File: config.mk
export PLATFORM = sky130hd
export DESIGN_NAME = mx_mac_ctrl
export DESIGN_NICKNAME = d
export VERILOG_FILES = /design/src/rtl/mx_mac_pkg.sv /design/src/rtl/mx_mac_ctrl_perf.sv /design/src/rtl/mx_mac_ctrl.sv
export SDC_FILE = /design/constraint.sdc
export NUM_CORES = 1
export LEC_CHECK = 0
export CAP_MARGIN = 20
export CORE_ASPECT_RATIO = 0.75
export CORE_MARGIN = 3
export CORE_UTILIZATION = 48
export DETAILED_ROUTE_END_ITERATION = 10
export GPL_TIMING_DRIVEN = 0
export PLACE_DENSITY = 0.92
export SETUP_SLACK_MARGIN = 0.2
export SLEW_MARGIN = 0
export SYNTH_ARGS = -nofsm -noshare
export SYNTH_HDL_FRONTEND = slang
export SYNTH_HIERARCHICAL = 1
export SYNTH_SLANG_ARGS = --single-unit
File: constraint.sdc
create_clock -name clk_i -period 4.8 [get_ports clk_i]
set_input_delay 0.96 -clock clk_i [delete_from_list [all_inputs] [get_ports clk_i]]
set_output_delay 0.96 -clock clk_i [all_outputs]
set_load 0.005 [all_outputs]
File: src/rtl/mx_mac_pkg.sv
// Shared types and constants for the MX MAC processing-element control path.
package mx_mac_pkg;

    // Sequencer states for one PE job.
    typedef enum logic [2:0] {
        StIdle,
        StClear,
        StAccum,
        StDrain,
        StOut
    } mac_ctrl_state_e;

    // Element precision selected per job.
    typedef enum logic [1:0] {
        PREC_8B = 2'd0,
        PREC_4B = 2'd1,
        PREC_2B = 2'd2
    } prec_mode_e;

    // Element FP format encodings carried on FP_mode.
    localparam logic [1:0] FpE4M3 = 2'd0;
    localparam logic [1:0] FpE5M2 = 2'd1;
    localparam logic [1:0] FpE3M2 = 2'd2;
    localparam logic [1:0] FpE2M3 = 2'd3;

    // Accumulator exponent width; the mantissa width is set by the instantiating module.
    localparam int unsigned MacExpW = 8;

endpackage

File: src/rtl/mx_mac_ctrl_perf.sv
// Saturating performance counters for the MAC sequencer: ACCUM stall cycles and finished jobs.
module mx_mac_ctrl_perf (
    input  logic        clk_i,
    input  logic        rst_i,
    input  logic        stall_i,
    input  logic        job_i,
    output logic [31:0] stall_cnt_o,
    output logic [31:0] job_cnt_o
);

    logic [31:0] stall_q, stall_d;
    logic [31:0] job_q, job_d;

    // Increment on event, hold at all-ones instead of wrapping.
    always_comb begin
        stall_d = stall_q;
        job_d   = job_q;
        if (stall_i && (stall_q != '1)) stall_d = stall_q + 32'd1;
        if (job_i && (job_q != '1))     job_d   = job_q + 32'd1;
    end

    // Counter registers, cleared only by reset.
    always_ff @(posedge clk_i) begin
        if (rst_i) begin
            stall_q <= '0;
            job_q   <= '0;
        end else begin
            stall_q <= stall_d;
            job_q   <= job_d;
        end
    end

    assign stall_cnt_o = stall_q;
    assign job_cnt_o   = job_q;

endmodule

File: src/rtl/mx_mac_ctrl.sv
// Sequencer for one MX MAC processing element: clears the accumulator, gates paired A/B beats
// into the MAC for k_steps reductions, then captures and presents the result.
// Optional build macro: MX_MAC_CTRL_PERF_CNT_EN adds stall_cnt_o / job_cnt_o counters.
module mx_mac_ctrl
    import mx_mac_pkg::*;
#(
    parameter int unsigned K_W         = 8,
    parameter int unsigned M_out_width = 16
) (
    input  logic                   clk_i,
    input  logic                   rst_i,
    input  logic                   start_i,
    input  logic [K_W-1:0]         k_steps_i,
    input  logic [1:0]             prec_mode_i,
    input  logic [1:0]             FP_mode_i,
    output logic                   busy_o,
    output logic                   done_o,
    input  logic                   a_valid_i,
    output logic                   a_ready_o,
    input  logic                   b_valid_i,
    output logic                   b_ready_o,
    output logic                   mac_a_valid_o,
    output logic                   mac_b_valid_o,
    output logic                   mac_clear_o,
    output logic [1:0]             prec_mode_o,
    output logic [1:0]             FP_mode_o,
    input  logic [M_out_width-1:0] mac_mant_i,
    input  logic [MacExpW-1:0]     mac_exp_i,
    input  logic                   mac_sign_i,
    output logic                   res_valid_o,
    input  logic                   res_ready_i,
    output logic [M_out_width-1:0] res_mant_o,
    output logic [MacExpW-1:0]     res_exp_o,
    output logic                   res_sign_o
`ifdef MX_MAC_CTRL_PERF_CNT_EN
    ,
    output logic [31:0]            stall_cnt_o,
    output logic [31:0]            job_cnt_o
`endif
);

    // Result record; mantissa width follows the attached MAC.
    typedef struct packed {
        logic                   sign;
        logic [MacExpW-1:0]     exp;
        logic [M_out_width-1:0] mant;
    } mac_res_t;

    mac_ctrl_state_e state_q, state_d;
    logic [K_W-1:0]  k_q;
    logic [K_W-1:0]  cnt_q;
    prec_mode_e      prec_q;
    logic [1:0]      fp_q;
    mac_res_t        res_q;
    logic            done_q;

    logic in_accum;
    logic fire;
    logic last_beat;
    logic start_ok;

    // Outputs are forced inactive while reset is held, even before the reset edge lands.
    assign in_accum  = (state_q == StAccum) && !rst_i;
    assign fire      = in_accum && a_valid_i && b_valid_i;
    assign last_beat = (cnt_q == (k_q - K_W'(1)));
    assign start_ok  = (state_q == StIdle) && start_i && (k_steps_i != '0);

    // Next-state logic.
    always_comb begin
        state_d = state_q;
        unique case (state_q)
            StIdle:  if (start_ok) state_d = StClear;
            StClear: state_d = StAccum;
            StAccum: if (fire && last_beat) state_d = StDrain;
            StDrain: state_d = StOut;
            StOut:   if (res_ready_i) state_d = StIdle;
            default: state_d = StIdle;
        endcase
    end

    // State register.
    always_ff @(posedge clk_i) begin
        if (rst_i) state_q <= StIdle;
        else       state_q <= state_d;
    end

    // Job parameters, step counter, captured result and done pulse.
    always_ff @(posedge clk_i) begin
        if (rst_i) begin
            k_q    <= '0;
            cnt_q  <= '0;
            prec_q <= PREC_8B;
            fp_q   <= '0;
            res_q  <= '0;
            done_q <= 1'b0;
        end else begin
            if (start_ok) begin
                k_q    <= k_steps_i;
                prec_q <= prec_mode_e'(prec_mode_i);
                fp_q   <= FP_mode_i;
            end
            if (state_q == StClear) begin
                cnt_q <= '0;
            end else if (fire && !last_beat) begin
                // The last beat leaves the counter at k-1 so it can never wrap.
                cnt_q <= cnt_q + K_W'(1);
            end
            if (state_q == StDrain) begin
                res_q <= '{sign: mac_sign_i, exp: mac_exp_i, mant: mac_mant_i};
            end
            done_q <= (state_q == StOut) && res_ready_i;
        end
    end

    assign a_ready_o     = in_accum && b_valid_i;
    assign b_ready_o     = in_accum && a_valid_i;
    assign mac_a_valid_o = fire;
    assign mac_b_valid_o = fire;
    assign mac_clear_o   = rst_i || (state_q == StClear);
    assign busy_o        = (state_q != StIdle) && !rst_i;
    assign res_valid_o   = (state_q == StOut) && !rst_i;
    assign done_o        = done_q && !rst_i;
    assign prec_mode_o   = prec_q;
    assign FP_mode_o     = fp_q;
    assign res_mant_o    = res_q.mant;
    assign res_exp_o     = res_q.exp;
    assign res_sign_o    = res_q.sign;

`ifdef MX_MAC_CTRL_PERF_CNT_EN
    mx_mac_ctrl_perf u_perf (
        .clk_i       (clk_i),
        .rst_i       (rst_i),
        .stall_i     (in_accum && !fire),
        .job_i       ((state_q == StOut) && res_ready_i && !rst_i),
        .stall_cnt_o (stall_cnt_o),
        .job_cnt_o   (job_cnt_o)
    );
`endif

endmodule

Yosys cells after proc, flatten, opt, wreduce, memory -nomap -nowiden. Cells that the tools add are included.

Eq/ne operators: 8. Mux-type cells: 4. Reduce and logical (&&, ||, !) cells: 20. Add/sub/neg operators: 2.

Operators by type and width (count): 3-bit case mux with 5 select lines (1); 1-bit logical AND (12); 3-bit two-way mux (3); 8-bit by 1-bit adder with 8-bit output (second input constant) (1); 8-bit equality test (1); 8-bit nonzero test (1); 8-bit by 1-bit subtractor with 8-bit output (second input constant) (1); 3-bit by 2-bit equality test with 1-bit output (second input constant) (2); 2-bit != test (second input constant) (2); 3-bit by 1-bit equality test with 1-bit output (second input constant) (1); 3-bit equality test (second input constant) (1); 3-bit logical NOT (1); 3-bit AND reduction (1); 3-bit nonzero test (1); 1-bit logical NOT (2); 2-bit by 1-bit != test with 1-bit output (second input constant) (1); 2-bit OR reduction (1); 1-bit logical OR (1).

Input port bits: 43. Output and inout bits: 37. Register bits: 49.

Depth between registers and ports, before layout. Gate-level depths: netlist of run 1.

Depth after elaboration: 7. Depth in mapped cells: 10. Gate-level depth less buffers: 8.

Worst setup path before layout of run 1. OpenSTA, ideal clock, no wires.

Kind: input to output. Start point: input port rst_i. End point: output port mac_b_valid_o. Path buffers: 1. Slack: 2.111 ns. Stages: 5. Arrival time: 1.729 ns. Required time: 3.840 ns. Cells stage by stage: nor3_1 -> and3_1 -> nand2_1 -> clkinv_1 -> buf_4.

Word-level cells in the longest chain between the ends: 4.

Ends and longest elaborated chain: from (decl) (RTL line mx_mac_ctrl.sv:11) `input logic rst_i,`; 1-bit logical NOT (RTL line mx_mac_ctrl.sv:63) `assign in_accum = (state_q == StAccum) && !rst_i;`; 1-bit logical AND (RTL line mx_mac_ctrl.sv:63); 1-bit logical AND; net b_ready_o (RTL line mx_mac_ctrl.sv:21) `output logic b_ready_o,`; 1-bit logical AND (RTL line mx_mac_ctrl.sv:64) `assign fire = in_accum && a_valid_i && b_valid_i;`; to (decl) (RTL line mx_mac_ctrl.sv:23) `output logic mac_b_valid_o,`.

The timed path passes the listed nets, and every way through them passes these cells.

Final worst setup path of run 1.
Start point: input port rst_i. End point: output port mac_b_valid_o.

Word-level cells in the longest chain between the ends: 4.

Ends and longest elaborated chain (RTL line): 1-bit logical NOT (mx_mac_ctrl.sv:63); 1-bit logical AND (mx_mac_ctrl.sv:63); 1-bit logical AND (2 in a row) (mx_mac_ctrl.sv:64).

No other way between the ends.

==> run_results.csv, run 1 <==
group,metric,value,unit
finish,num_antenna_cells,0,
finish,drive_gt1_frac,0.05479,
die,die_w,85.54,um
finish,num-fill-cells,358,
clock_tree,cts_tree,"yes",
critical_path,start_kind,"primary input",
die,die-area,5615,um2
place,io_buffers,78,
timing,fin_crit,3986,ps
critical_path,worst_ep_arrival_time,3030,ps
place,placed_area,3129,um2
critical_path,cp_cell_sequence,"clkdlybuf4s50_1 > nor3_1 > and3_1 > nand2_1 > clkinv_1 > buf_4 > clkdlybuf4s50_1",
synth,synth.distinct_cells,41,
critical_path,r2r_cells,9,
route,vias,2231,
timing,finalMaxSlewViolations,0,
power,powerDensity,260.1,nW/um2
die,row_count,21,
route,first_pass_iters,4,
route,viasPerCell,5.287,
synth,synth_area_leaders,"dfxtp_1 43%, nand2_1 12%, a21oi_1 8.6%",
timing,rsz0062_at_grt,"false",
clock_tree,cts_setup_buffers,0,
critical_path,cp.required,3840,ps
clock_tree,cts_made_buffers,5,
timing,fmaxAchievable,250.9,MHz
critical_path,crit_cells,7,
critical_path,cp_max_fo,6,
place,place.gp.congestion,0.8463,
critical_path,critical-path-max-stage-delay,490,ps
synth,netlist_area,2277,um2
timing,hold_ws,460.4,ps
die,die_h,65.65,um
clock_tree,cts_resized,0,
grt,grt_use_total,0.2101,
clock_tree,cts_root_buffer,"clkbuf_8",
synth,synth_area_per_cell,8.162,um2
timing,finalHoldViolCount,0,
status,status,"finished, final reports clean",
min_path,hp-class,"reg2reg",
synth,yosys_warnings,6,
timing,relSlewSlack,0.5668,
grt,grt_start_max_net_pins,17,
die,core_area,4519,um2
synth,synth.largest_area_cell,"dfxtp_1",
run,max_cap_violations,0,
power,leakage,1.131,nW
synth,synth_ff_type,"dfxtp_1",
critical_path,crit_slowest_cell,"clkdlybuf4s50_1",
clock_tree,clkLatencyLatePin,300,ps
clock_tree,ctsHoldBuffers,0,
grt,grt.overflow.total,0,
route,ant_nets,0,
synth,synth_top_area_share,0.4308,
timing,tightest_slew,646.3,ps
clock_tree,htree_levels,2,
critical_path,path_buf_inv,4,
finish,finalInstanceArea,3219,um2
min_path,hold_depth,2,
grt,antenna_found_initial,0,
timing,fin_tns_setup,0,ps
critical_path,cp_common_cell,"clkdlybuf4s50_1",
synth,yosysSeqAreaShare,0.4308,
synth,async_flop_share,0,
synth,synthCells,279,
synth,yosys_register_bits,49,
route,wl_per_cell,14.14,um
clock_tree,clkTransAtPathRegs,90,ps
finish,finalNetCount,409,
critical_path,path_delay_family,"buffers and inverters",
synth,syn-num-nets,324,
critical_path,critical_path_class,"in2out",
timing,final.period_utilization,0.8305,
die,start_util,0.5039,
die,pin_count,80,
power,ir_drop,0.2213,mV
grt,grt_pass1_vias,2100,
route,routed_wl,5.965,mm
clock_tree,cts_buffer_depth,2,
synth,synth-edff-count,0,
timing,setup_viol,0,
critical_path,cp-end-kind,"output pin",
route,drt_iter0_drc,77,
clock_tree,cts_num_sinks,49,
grt,grt_pass1_wl,9.556,mm
timing,fin_skew,4.473,ps
finish,syn2layout_area_growth,41.37,%
route,drc,0,
place,dp_hpwl,4.483,mm
[layout make-up]
type,count,area [um2],share of cell area
clock inverter,3,21.27,0.006607
multi-input combinational,206,1191,0.3700
inverter,6,22.52,0.006996
timing repair buffer,78,780.7,0.2425
tap,57,71.32,0.02215
clock buffer,5,68.82,0.02138
buffer,18,82.58,0.02565
sequential,49,980.9,0.3047
[worst min-delay path, stage by stage (launching register included)]
cell,delay (ps)
dfxtp_1,320
nand2_1,50
a21oi_1,50
[metrics by stage]
stage | power [mW] | std cells | utilization | setup WS (ps)
after global placement | 0.5952 | 414 | 0.6924 | 979.9
after global routing | 0.8810 | 422 | 0.7123 | 762.4
after CTS | 0.8444 | 422 | 0.7123 | 871.7
after floorplan | 0.5277 | 279 | - | 2111
after detailed placement | 0.6006 | 414 | 0.6924 | 952.4
final | 0.8374 | 422 | 0.7123 | 813.8
[cells in the final DEF (no fill, tap or decap), types with 2 or more instances in the layout]
master / netlist / routed
clkdlybuf4s50_1: 0 / 78
nand2_1: 72 / 72
dfxtp_1: 49 / 49
a21oi_1: 39 / 39
clkbuf_1: 14 / 14
mux2i_1: 12 / 12
nor2_1: 10 / 10
nand3_1: 9 / 9
xnor2_1: 8 / 8
inv_1: 5 / 5
or3_1: 5 / 5
nand4_1: 5 / 5
clkbuf_8: 0 / 5
nor3_1: 4 / 4
and3_1: 3 / 3
nand2b_1: 3 / 3
nor2b_1: 3 / 3
a211oi_1: 3 / 3
xor2_1: 3 / 3
and2_1: 3 / 3
nor4_1: 2 / 2
buf_4: 2 / 2
nor4_2: 2 / 2
o21bai_1: 2 / 2
or2_1: 2 / 2
ha_1: 2 / 2
[cell families after synthesis]
group | after synthesis | synth area share
adder cells (fa/ha/maj) | 2 | 0.01099
multiplexers | 12 | 0.05275
AND/OR/NAND/NOR | 129 | 0.2742
flip-flops | 49 | 0.4308
AO/OA/AOI/OAI | 52 | 0.1429
XOR/XNOR | 11 | 0.04231
buffers and inverters | 24 | 0.04615
[registers in the layout (all words and copies together), names as in the netlist]
| register | count |
|---|---|
| res_sign_o | 1 |
| res_exp_o | 8 |
| k_q | 8 |
| res_mant_o | 16 |
| prec_mode_o | 2 |
| cnt_q | 8 |
| done_q | 1 |
| state_q | 3 |
| FP_mode_o | 2 |
[per-layer routing]
layer / wire length (um) / vias up / global-route usage
met4: 46 / 0 / 0.05138
met3: 436 / 6 / 0.06516
li1: - / 1118 / -
met2: 2824 / 76 / 0.3430
met1: 2658 / 1031 / 0.2714
met5: 0 / - / 0
[worst paths after layout]
| path | startpoint | slack (ps) | end |
|---|---|---|---|
| hold reg to reg | res_mant_o[1] | 460 | res_mant_o[1] |
| setup reg to reg | k_q[1] | 2460 | cnt_q[1] |
| hold / removal | res_mant_o[1] | 460 | res_mant_o[1] |
| setup / recovery | rst_i | 810 | mac_b_valid_o |
[report_power, final]
group | internal, mW | switching, mW | total, mW
logic | 0.0843 | 0.0776 | 0.162
clock network | 0.104 | 0.141 | 0.244
registers | 0.420 | 0.0117 | 0.431
total | 0.608 | 0.230 | 0.837
[cells in the mapped netlist (2+ instances only)]
cell type	n
a211oi_1	3
a21oi_1	39
and2_1	3
and3_1	3
buf_4	2
clkbuf_1	14
dfxtp_1	49
ha_1	2
inv_1	5
mux2i_1	12
nand2_1	72
nand2b_1	3
nand3_1	9
nand4_1	5
nor2_1	10
nor2b_1	3
nor3_1	4
nor4_1	2
nor4_2	2
o21bai_1	2
or2_1	2
or3_1	5
xnor2_1	8
xor2_1	3
No activity file was read; power rests on OpenSTA's default activity.
==> run 2, diff against run 1 <==
--- a/config.mk
+++ b/config.mk
@@ -8,10 +8,10 @@
 export CAP_MARGIN = 20
 export CORE_ASPECT_RATIO = 0.75
 export CORE_MARGIN = 3
-export CORE_UTILIZATION = 48
+export CORE_UTILIZATION = 45
 export DETAILED_ROUTE_END_ITERATION = 10
 export GPL_TIMING_DRIVEN = 0
-export PLACE_DENSITY = 0.92
+export PLACE_DENSITY = 0.87
 export SETUP_SLACK_MARGIN = 0.2
 export SLEW_MARGIN = 0
 export SYNTH_ARGS = -nofsm -noshare
==> constraint.sdc (replaced) <==
create_clock -name clk_i -period 3.9 [get_ports clk_i]
set_input_delay 0.78 -clock clk_i [delete_from_list [all_inputs] [get_ports clk_i]]
set_output_delay 0.78 -clock clk_i [all_outputs]
set_load 0.005 [all_outputs]
==> run 2 against run 1 <==
  * Sequential share of layout area down 0.44 points
  * Die area is 6.1% higher
  * Clock skew is 1.3 ps higher
  * Sequential power rose by 23%
  * Via count increased by 0.36%
  * Clock-buffer cell count stayed put
  * Final cell count stayed put
  * Flip-flop and latch count did not move
  * First-iteration DRC count is 2.6% higher
  * Routed wire length up 1.9%
  * Critical endpoint unchanged
==> run_results.csv, run 2 (synthesis results as in run 1) <==
group,metric,value,unit
die,die_w,88.14,um
route,drt_iter0_drc,79,
route,routed_wl,6.081,mm
die,die_h,67.61,um
timing,tightest_slew,660.7,ps
critical_path,start_kind,"primary input",
die,die-area,5959,um2
route,viasPerCell,5.306,
finish,drive_gt1_frac,0.05479,
critical_path,critical_path_class,"in2out",
critical_path,worst_ep_arrival_time,2700,ps
timing,final.period_utilization,0.8926,
power,powerDensity,359.6,nW/um2
grt,grt_use_total,0.2032,
timing,fin_crit,3481,ps
finish,finalInstanceArea,3267,um2
die,core_area,4677,um2
route,wl_per_cell,14.41,um
clock_tree,cts_made_buffers,5,
power,leakage,1.155,nW
route,vias,2239,
clock_tree,cts_setup_buffers,0,
clock_tree,cts_buffer_depth,2,
min_path,hp-class,"reg2reg",
timing,fin_tns_setup,0,ps
route,ant_nets,0,
die,start_util,0.4869,
timing,finalMaxSlewViolations,0,
die,row_count,21,
grt,antenna_found_initial,0,
clock_tree,cts_tree,"yes",
clock_tree,clkLatencyLatePin,310,ps
place,placed_area,3129,um2
timing,rsz0062_at_grt,"false",
critical_path,cp_max_fo,6,
critical_path,cp-end-kind,"output pin",
finish,num_antenna_cells,0,
clock_tree,clkTransAtPathRegs,90,ps
status,status,"finished, final reports clean",
power,ir_drop,0.2008,mV
grt,grt_start_max_net_pins,17,
run,max_cap_violations,0,
clock_tree,cts_resized,0,
timing,fin_skew,5.760,ps
die,pin_count,80,
timing,setup_viol,0,
timing,relSlewSlack,0.5571,
finish,largest_reg_flops,16,
grt,grt.overflow.total,0,
finish,final_cell_mix,"78 x clkdlybuf4s50_1, 72 x nand2_1, 49 x dfxtp_1",
finish,num-fill-cells,379,
finish,final_common_cell,"clkdlybuf4s50_1",
route,drc,0,
clock_tree,ctsHoldBuffers,0,
route,first_pass_iters,4,
critical_path,cp.required,3120,ps
place,io_buffers,78,
clock_tree,cts_root_buffer,"clkbuf_8",
clock_tree,htree_levels,2,
critical_path,reg2reg_slack,1570,ps
finish,syn2layout_area_growth,43.46,%
clock_tree,cts_num_sinks,49,
timing,finalHoldViolCount,0,
place,dp_hpwl,4.635,mm
timing,fmaxAchievable,287.3,MHz
place,place.gp.congestion,0.8421,
grt,grt_pass1_vias,2071,
grt,grt_pass1_wl,9.487,mm
finish,finalNetCount,409,
-- run 2: changes by cell type in the layout (fill, tap and decap cells not counted), sizes merged --
cell / change
bufinv: +2
clkinv: -1
clkinvlp: -1
-- run 2: final cells by class --
class,instances,area [um2],share of cell area
buffer,18,82.58,0.02528
clock buffer,5,68.82,0.02106
clock inverter,3,68.82,0.02106
inverter,6,22.52,0.006894
multi-input combinational,206,1191,0.3646
sequential,49,980.9,0.3003
tap,57,71.32,0.02183
timing repair buffer,78,780.7,0.2390
-- run 2: per-stage QoR --
stage	hold slack (ps)	instances	util	power, mW	worst slack, ps
2_1_floorplan	447.8	279	-	0.6494	1571
3_3_place_gp	441.2	414	0.6691	0.7335	432.2
3_5_place_dp	446.2	414	0.6691	0.7395	442.3
4_1_cts	458.1	422	0.6985	1.171	436.5
5_1_grt	476.3	422	0.6985	1.210	235.7
6_report	456.0	422	0.6985	1.175	419.0
-- run 2: final timing paths --
kind	startpoint	endpoint	cells after the start
worst max register to register	k_q[1]	cnt_q[5]	9
worst min-delay path	res_mant_o[4]	res_mant_o[4]	2
worst min register to register	res_mant_o[4]	res_mant_o[4]	2
worst max-delay path	rst_i	mac_b_valid_o	7
-- run 2: per-layer routing --
metal / wire [um] / global-route usage
met4: 57 / 0.05283
met1: 2776 / 0.2669
met2: 2806 / 0.3261
met3: 441 / 0.06341
met5: 0 / 0
-- run 2: power by group --
group / total, mW / internal, mW / switching (mW)
combinational: 0.199 / 0.104 / 0.0950
clock: 0.445 / 0.258 / 0.187
sequential: 0.531 / 0.517 / 0.0142
-- run 2: critical path: stages --
cell and delay [ps]:
clkdlybuf4s50_1 460, nor3_1 310, and3_1 230, nand2_1 140, clkinv_1 160, buf_4 120
clkdlybuf4s50_1 480
==> run 3, diff against run 2 <==
--- a/config.mk
+++ b/config.mk
@@ -9,6 +9,7 @@
 export CORE_ASPECT_RATIO = 0.75
 export CORE_MARGIN = 3
 export CORE_UTILIZATION = 45
+export CTS_CLUSTER_SIZE = 40
 export DETAILED_ROUTE_END_ITERATION = 10
 export GPL_TIMING_DRIVEN = 0
 export PLACE_DENSITY = 0.87
==> results of run 3 <==
Final layout, timing and power as in run 2 (identical DEF).
==> edit: new RTL, flow settings as in run 3 <==
Set the package constant `MacExpW` to 10 (it was 8).
--- a/src/rtl/mx_mac_pkg.sv
+++ b/src/rtl/mx_mac_pkg.sv
@@ -26,3 +26,3 @@
     // Accumulator exponent width; the mantissa width is set by the instantiating module.
-    localparam int unsigned MacExpW = 8;
+    localparam int unsigned MacExpW = 10;
 
Interface: changed (resized mac_exp_i and res_exp_o); port bits go from 80 to 84. No check against the original RTL was run, so the function may have changed too.
==> edit against run 3 <==
Count of clock-buffer cells in the layout did not move; synthesized area is 1.5% higher; clock power fell by 19%; cell area is 1.6% higher; via count rose by 0.80%; sequential cell count increased by 2; worst setup slack got worse by 0.078 ns; highest routed layer unchanged; power fell by 5.3%; wire length shrank 0.46%; maximum frequency shrank 2.2%; first-iteration DRC count rose by 16%.
==> edit: results (changes against run 3) <==
<table>
<tr><th>Metric</th><th>Value</th></tr>
<tr><th colspan="2">Status</th></tr>
<tr><td>Outcome</td><td>completed</td></tr>
<tr><th colspan="2">Hold path</th></tr>
<tr><td>Hold wc startpoint</td><td>res_mant_o[7]</td></tr>
<tr><th colspan="2">Critical path</th></tr>
<tr><td>Setup slack of the most critical reg-to-reg path</td><td>1.82 ns (+0.25 ns)</td></tr>
<tr><td>Slowest Stage Delay on Critical Path</td><td>0.50 ns (+0.02 ns)</td></tr>
<tr><td>Arrival @ worst endpoint</td><td>2.78 ns (+0.08 ns)</td></tr>
<tr><td>Endpoint of the most critical register-to-register path</td><td>res_exp_o[9]</td></tr>
<tr><td>Worst r2r path cells</td><td>6 (-3)</td></tr>
<tr><th colspan="2">GRT</th></tr>
<tr><td>Global-route wire length before repair</td><td>9.508 mm (+0.22%)</td></tr>
<tr><td>Total routing resource utilization after global routing</td><td>0.2024 (-0.0007994)</td></tr>
<tr><td>Largest net degree at the start of global routing</td><td>16 (-1)</td></tr>
<tr><td>Via count of the first global-routing pass</td><td>2036 (-1.7%)</td></tr>
<tr><th colspan="2">Final layout</th></tr>
<tr><td>Fillers</td><td>362 (-4.5%)</td></tr>
<tr><td>Area of the multi-input gates</td><td>1181 um2 (-0.84%)</td></tr>
<tr><td>Non-clk buf share</td><td>0.2766 (+0.01230)</td></tr>
<tr><th colspan="2">Place</th></tr>
<tr><td>Last weighted congestion value of the routability-driven placer</td><td>0.8090 (-3.9%)</td></tr>
<tr><td>Worst slack at placement</td><td>0.3405 ns (-0.1018 ns)</td></tr>
<tr><td>Post-detailed-placement cell area</td><td>3214 um2 (+2.7%)</td></tr>
<tr><td>Number of input and output port buffers inserted</td><td>83 (+6.4%)</td></tr>
<tr><td>Dpl hpwl</td><td>4.582 mm (-1.2%)</td></tr>
<tr><th colspan="2">Pwr</th></tr>
<tr><td>Total power density per cell area</td><td>335.1 nW/um2 (-6.8%)</td></tr>
<tr><th colspan="2">Logic synthesis</th></tr>
<tr><td>Post-Synthesis Mean Instance Area</td><td>8.170 um2 (+0.10%)</td></tr>
<tr><td>Number of distinct library cells after synthesis</td><td>39 (-4.9%)</td></tr>
<tr><th colspan="2">Detailed routing</th></tr>
<tr><td>Initial DRC count</td><td>92 (+16%)</td></tr>
<tr><td>Number of vias per cell</td><td>5.249 (-1.1%)</td></tr>
<tr><th colspan="2">CTS</th></tr>
<tr><td>Total number of clock tree sinks</td><td>51 (+4.1%)</td></tr>
</table>
## edit: changes by cell type in the layout (fill, tap and decap cells not counted), moves of 3 or more
| cell | change |
|---|---|
| sky130_fd_sc_hd__xor2_1 | +3 |
| sky130_fd_sc_hd__mux2i_1 | +4 |
| sky130_fd_sc_hd__clkdlybuf4s50_1 | +5 |
| sky130_fd_sc_hd__xnor2_1 | -3 |
| sky130_fd_sc_hd__nor2_1 | +3 |
| sky130_fd_sc_hd__buf_2 | +4 |
## edit: worst min-delay path, cell delays in order (launching register included)
cell and delay (ns):
sky130_fd_sc_hd__dfxtp_1 0.32, sky130_fd_sc_hd__nand2_1 0.05, sky130_fd_sc_hd__a21oi_1 0.05
## edit: worst max path at each step
stage                     start            end  slack, ns  cells past startpoint
final                     rst_i  mac_b_valid_o       0.34                      7
after global routing      rst_i  mac_b_valid_o       0.22                      7
after CTS                 rst_i  mac_b_valid_o       0.33                      7
after detailed placement  rst_i  mac_b_valid_o       0.34                      7
after global placement    rst_i  mac_b_valid_o       0.40                      7
after floorplan           rst_i  mac_b_valid_o       1.56                      5
## edit: where the power goes
part / leakage [nW] / total (W) / switching, W / internal [W]
sequential: 0.413 / 0.000551 / 0.0000138 / 0.000537
combinational: 0.775 / 0.000202 / 0.0000944 / 0.000107
clock: 0.0502 / 0.000360 / 0.000172 / 0.000188
total: 1.24 / 0.00111 / 0.000280 / 0.000832
## edit: layer usage
metal	vias to the layer above	track usage
met5	-	0
met4	0	0.05849
met3	5	0.06859
met2	79	0.3130
met1	1039	0.2687
li1	1134	-
## edit: cell families after synthesis
group | count (synthesis) | synth area share
mux | 16 | 0.06926
buf+inv | 25 | 0.04762
flops | 51 | 0.4416
fa+ha+maj | 2 | 0.01082
xor+xnor | 11 | 0.04167
simple gates | 129 | 0.2684
compound gates | 49 | 0.1207
